==> config.mk <==
export PLATFORM = sky130hd
export DESIGN_NAME = dp_mem_access
export DESIGN_NICKNAME = d
export VERILOG_FILES = /design/src/rtl/dp_mem_access.sv
export SDC_FILE = /design/constraint.sdc
export NUM_CORES = 1
export LEC_CHECK = 0
export BUFFER_PORTS_ARGS = -buffer_cell sky130_fd_sc_hd__buf_2
export CORE_MARGIN = 8
export CORE_UTILIZATION = 45
export CTS_CLUSTER_SIZE = 30
export DETAILED_ROUTE_END_ITERATION = 7
export PLACE_DENSITY = 0.74
export SLEW_MARGIN = 0
export SYNTH_ARGS = -nofsm -noshare
export SYNTH_HDL_FRONTEND = slang
export SYNTH_SLANG_ARGS = --single-unit
==> constraint.sdc <==
create_clock -name clk -period 3.1 [get_ports clk]
set_clock_uncertainty 0.05 [all_clocks]
set_input_delay 0.465 -clock clk [delete_from_list [all_inputs] [get_ports clk]]
set_output_delay 0.465 -clock clk [all_outputs]
set_load 0.005 [all_outputs]
==> src/rtl/dp_mem_access.sv <==
// Data-pointer memory access sequencer: one read or write at the pointer address,
// with a bounded ack wait, completion pulse, sticky timeout flag and optional post-increment.
module dp_mem_access #(
    parameter int TIMEOUT = 8
) (
    input  logic        clk,
    input  logic        reset,
    input  logic        rd_req,
    input  logic        wr_req,
    input  logic        post_inc,
    input  logic [15:0] dp_addr,
    input  logic [15:0] wr_data,
    output logic [15:0] mem_addr,
    output logic [15:0] mem_wdata,
    output logic        mem_re,
    output logic        mem_we,
    input  logic        mem_ack,
    input  logic [15:0] mem_rdata,
    output logic [15:0] rd_data,
    output logic        busy,
    output logic        done,
    output logic        err,
    output logic        inc_dp,
    output logic [1:0]  state_dbg
);

    // Handshake: a request is taken only when it is seen at an edge in IDLE; the memory
    // strobe then stays high until the first edge with mem_ack or until the wait expires.
    typedef enum logic [1:0] {
        IDLE   = 2'd0,
        ACCESS = 2'd1,
        DONE   = 2'd2,
        FAULT  = 2'd3
    } state_t;

    localparam logic [7:0] LAST_WAIT = 8'(TIMEOUT - 1);

    state_t     state;
    logic [7:0] wait_cnt;
    logic       op_write;
    logic       cap_post_inc;

    always_ff @(posedge clk or posedge reset) begin
        if (reset) begin
            state        <= IDLE;
            wait_cnt     <= 8'd0;
            rd_data      <= 16'h0000;
            mem_addr     <= 16'h0000;
            mem_wdata    <= 16'h0000;
            op_write     <= 1'b0;
            cap_post_inc <= 1'b0;
            err          <= 1'b0;
        end else begin
            case (state)
                IDLE: begin
                    if (rd_req || wr_req) begin
                        mem_addr     <= dp_addr;
                        mem_wdata    <= wr_data;
                        op_write     <= wr_req;
                        cap_post_inc <= post_inc;
                        err          <= 1'b0;
                        wait_cnt     <= 8'd0;
                        state        <= ACCESS;
                    end
                end
                ACCESS: begin
                    if (mem_ack) begin
                        if (!op_write) begin
                            rd_data <= mem_rdata;
                        end
                        wait_cnt <= 8'd0;
                        state    <= DONE;
                    end else if (wait_cnt == LAST_WAIT) begin
                        // This was the last permitted cycle; give up.
                        wait_cnt <= 8'd0;
                        err      <= 1'b1;
                        state    <= FAULT;
                    end else begin
                        wait_cnt <= wait_cnt + 8'd1;
                    end
                end
                DONE:    state <= IDLE;
                FAULT:   state <= IDLE;
                default: state <= IDLE;
            endcase
        end
    end

    // Decoded from state so the async reset drops the strobes with no clock edge.
    assign mem_re    = (state == ACCESS) && !op_write;
    assign mem_we    = (state == ACCESS) && op_write;
    assign busy      = (state != IDLE);
    assign done      = (state == DONE) || (state == FAULT);
    assign inc_dp    = (state == DONE) && cap_post_inc;
    assign state_dbg = state;

endmodule

==> load_flow_metrics.sql <==
INSERT INTO impl_metrics (metric_group, metric, value, unit) VALUES
('clock_tree', 'cts_buffers', '9', ''),
('job', 'max_cap_viol_count', '0', ''),
('logic_synthesis', 'postSynthRegisterBits', '61', ''),
('detailed_routing', 'detailedRoute.firstPassIterationCount', '4', ''),
('cells_and_area', 'util_after_layout', '60.4', '%'),
('logic_synthesis', 'synthSimpleGateAreaFrac', '6.83', '%'),
('floorplan', 'design.portCount', '110', ''),
('worst_setup_path', 'timing.critical_path.fanout_max', '16', ''),
('clock_tree', 'ctsLongestPathBuffers', '2', ''),
('logic_synthesis', 'synth_cells', '173', ''),
('clock_tree', 'cts.hold.buffers_added', '0', ''),
('global_routing', 'grt_start_max_net_pins', '62', ''),
('logic_synthesis', 'synthesized_nets', '228', ''),
('sta', 'max_slew_margin', '50.1', '%'),
('clock_tree', 'tritoncts', 'done', ''),
('pwr', 'total_power', '3.14', 'mW'),
('clock_tree', 'cts_setup_buffers', '0', ''),
('cells_and_area', 'final_cell_count_no_fill', '365', ''),
('placement', 'io_buffer_count', '109', ''),
('logic_synthesis', 'synthArstFlopShare', '100', '%'),
('global_routing', 'grt_first_pass_wirelength', '9.20', 'mm'),
('sta', 'final-setup-viol-count', '0', ''),
('sta', 'finalCritPeriodShare', '64.5', '%'),
('logic_synthesis', 'synth_area', '2470', 'µm²'),
('cells_and_area', 'num-nets-final', '344', ''),
('sta', 'max_clock_freq', '0.500', 'GHz'),
('cells_and_area', 'commonest_cells_after_routing_fill_and_taps_aside', 'buf_2, dfrtp_1, mux2_2', ''),
('cells_and_area', 'drive_gt1_share', '61.8', '%'),
('detailed_routing', 'post-route-drc-count', '0', ''),
('sta', 'hold_violations', '0', ''),
('detailed_routing', 'drt_iter0_markers', '38', ''),
('clock_tree', 'clock_tree.root_cell', 'clkbuf_8', ''),
('global_routing', 'grt_pass1_vias', '1891', ''),
('clock_tree', 'clock_sink_count', '61', ''),
('worst_setup_path', 'worst-setup-path-type', 'flop to flop', ''),
('cells_and_area', 'leading_cell_type_in_the_layout_fill_and_taps_excluded', 'buf_2', ''),
('worst_setup_path', 'type_of_destination_of_the_critical_path', 'flop', ''),
('logic_synthesis', 'dominant_combinational_cell_family_by_area_after_synthesis', 'multiplexers', ''),
('pwr', 'peak_supply_drop', '446', 'µV'),
('logic_synthesis', 'part_of_the_yosys_area_used_for_sequential_elements', '61.7', '%'),
('clock_tree', 'clock_latency_on_the_worst_skew_pair', '0.33', 'ns'),
('floorplan', 'placeableCoreArea', '5410', 'µm²'),
('worst_setup_path', 'crit_path_dat', '2.15', 'ns'),
('global_routing', 'track_usage', '14.0', '%'),
('cells_and_area', 'syn_to_final_growth', '32.0', '%'),
('logic_synthesis', 'post_synth_edffs', '0', ''),
('detailed_routing', 'num_vias', '1789', ''),
('pwr', 'switchingPower', '0.956', 'mW'),
('detailed_routing', 'wl_per_cell', '15.1', 'µm'),
('cells_and_area', 'num_antenna_cells', '0', ''),
('logic_synthesis', 'share_of_the_synthesized_area_in_compound_gates_ao_oa_aoi_oai', '6.37', '%'),
('placement', 'place_hpwl', '4.02', 'mm'),
('placement', 'placedCellCount', '350', ''),
('pwr', 'clock_power_share', '20.0', '%'),
('logic_synthesis', 'synth.lib_cells_used.distinct', '34', ''),
('min_path', 'timing.hold.worst.class', 'primary input to asynchronous set/reset pin', ''),
('pwr', 'sequential_share_of_power', '42.9', '%'),
('floorplan', 'floorplan.rows', '27', ''),
('outcome', 'outcome', 'finished clean', ''),
('placement', 'globalplace.congestion', '0.829', ''),
('sta', 'grt_setup_unrepaired', 'no', ''),
('clock_tree', 'clk_transition_reported_paths', '0.06', 'ns'),
('pwr', 'intPower', '2.19', 'mW'),
('pwr', 'comb_power_share', '37.1', '%'),
('sta', 'final-max-slew-violation-count', '0', ''),
('logic_synthesis', 'synth.avg_cell_area', '14.3', 'µm²'),
('detailed_routing', 'drt-vias-per-instance', '4.90', ''),
('clock_tree', 'post_cts_resized', '0', ''),
('worst_setup_path', 'critical_path.startpoint_type', 'flop', ''),
('pwr', 'power_switching_share', '30.4', '%'),
('worst_setup_path', 'critical_path_required', '3.25', 'ns');
sequential cells by signal (all words and copies together) (netlist names):
name,count
op_write,1
cap_post_inc,1
mem_addr,16
rd_data,16
err,1
state_dbg,2
mem_wdata,16
wait_cnt,8
metal layers:
layer,vias to the layer above,share of wire [%],wire length (µm),GRT usage [%]
li1,850,-,-,-
met1,857,45,2470,16.4
met2,73,44,2430,20.9
met3,9,9.2,509,5.74
met4,0,1.9,105,8.74
met5,-,0,0,0
through the flow:
| step | area, µm² | setup slack (ns) |
|---|---|---|
| floorplan | 2470 | 1.07 |
| global placement | 3090 | 1.17 |
| detailed placement | 3090 | 1.11 |
| CTS | 3270 | 1.10 |
| global route | 3270 | 0.984 |
| finish | 3270 | 1.10 |
area by class of cell:
class | count | area (µm²)
Timing Repair Buffer | 111 | 561
Multi-Input combinational cell | 102 | 896
Tap cell | 72 | 90.1
Inverter | 4 | 15.0
Sequential cell | 61 | 1530
Fill cell | 452 | 2140
Clock inverter | 1 | 5.00
Clock buffer | 14 | 173
cell usage after synthesis, drive strengths merged, types with 2 or more instances:
master,count,area [µm²]
a22o,3,26.3
o21ai,5,25.0
a31oi,2,12.5
nand2,5,18.8
nand3,2,10.0
nor2,10,40.0
o31ai,2,28.8
mux2,49,552
nor3,4,20.0
inv,4,15.0
dfrtp,61,1530
a21oi,5,25.0
buf,5,37.5
nand2b,2,15.0
power by group through the flow:
stage               combinational [mW]  sequential (mW)  clock (mW)
floorplan                        0.641             1.39           0
global placement                  1.17             1.35           0
detailed placement                1.20             1.36           0
CTS                               1.20             1.35       0.652
global route                      1.29             1.40       0.689
finish                            1.17             1.35       0.629
worst max-delay path: stages, from the launching register on:
cell and delay, ns:
dfrtp_1 0.46, nand2b_2 0.26, nor2_1 0.12, and2_1 0.58, mux2_2 0.41
kinds of logic after synthesis:
logic type | after synthesis
mux | 49
buf+inv | 10
flops | 61
fa+ha+maj | 1
compound gates | 21
simple gates | 31
path summary, 6_finish.rpt:
check / end / depth (start not counted) / from / slack (ns)
max reg2reg: rd_data[2]$_DFFE_PP0P_ / 4 / state_dbg[1]$_DFFE_PP0P_ / 1.10
min reg2reg: rd_data[8]$_DFFE_PP0P_ / 1 / rd_data[8]$_DFFE_PP0P_ / 0.43
min in group clk: rd_data[8]$_DFFE_PP0P_ / 2 / mem_rdata[8] / 0.31
max in group asynchronous: mem_addr[0]$_DFFE_PP0P_ / 3 / reset / 2.20
max: rd_data[2]$_DFFE_PP0P_ / 4 / state_dbg[1]$_DFFE_PP0P_ / 1.10
min: mem_wdata[2]$_DFFE_PP0P_ / 3 / reset / 0.31
(Power assumes the default switching activity.)
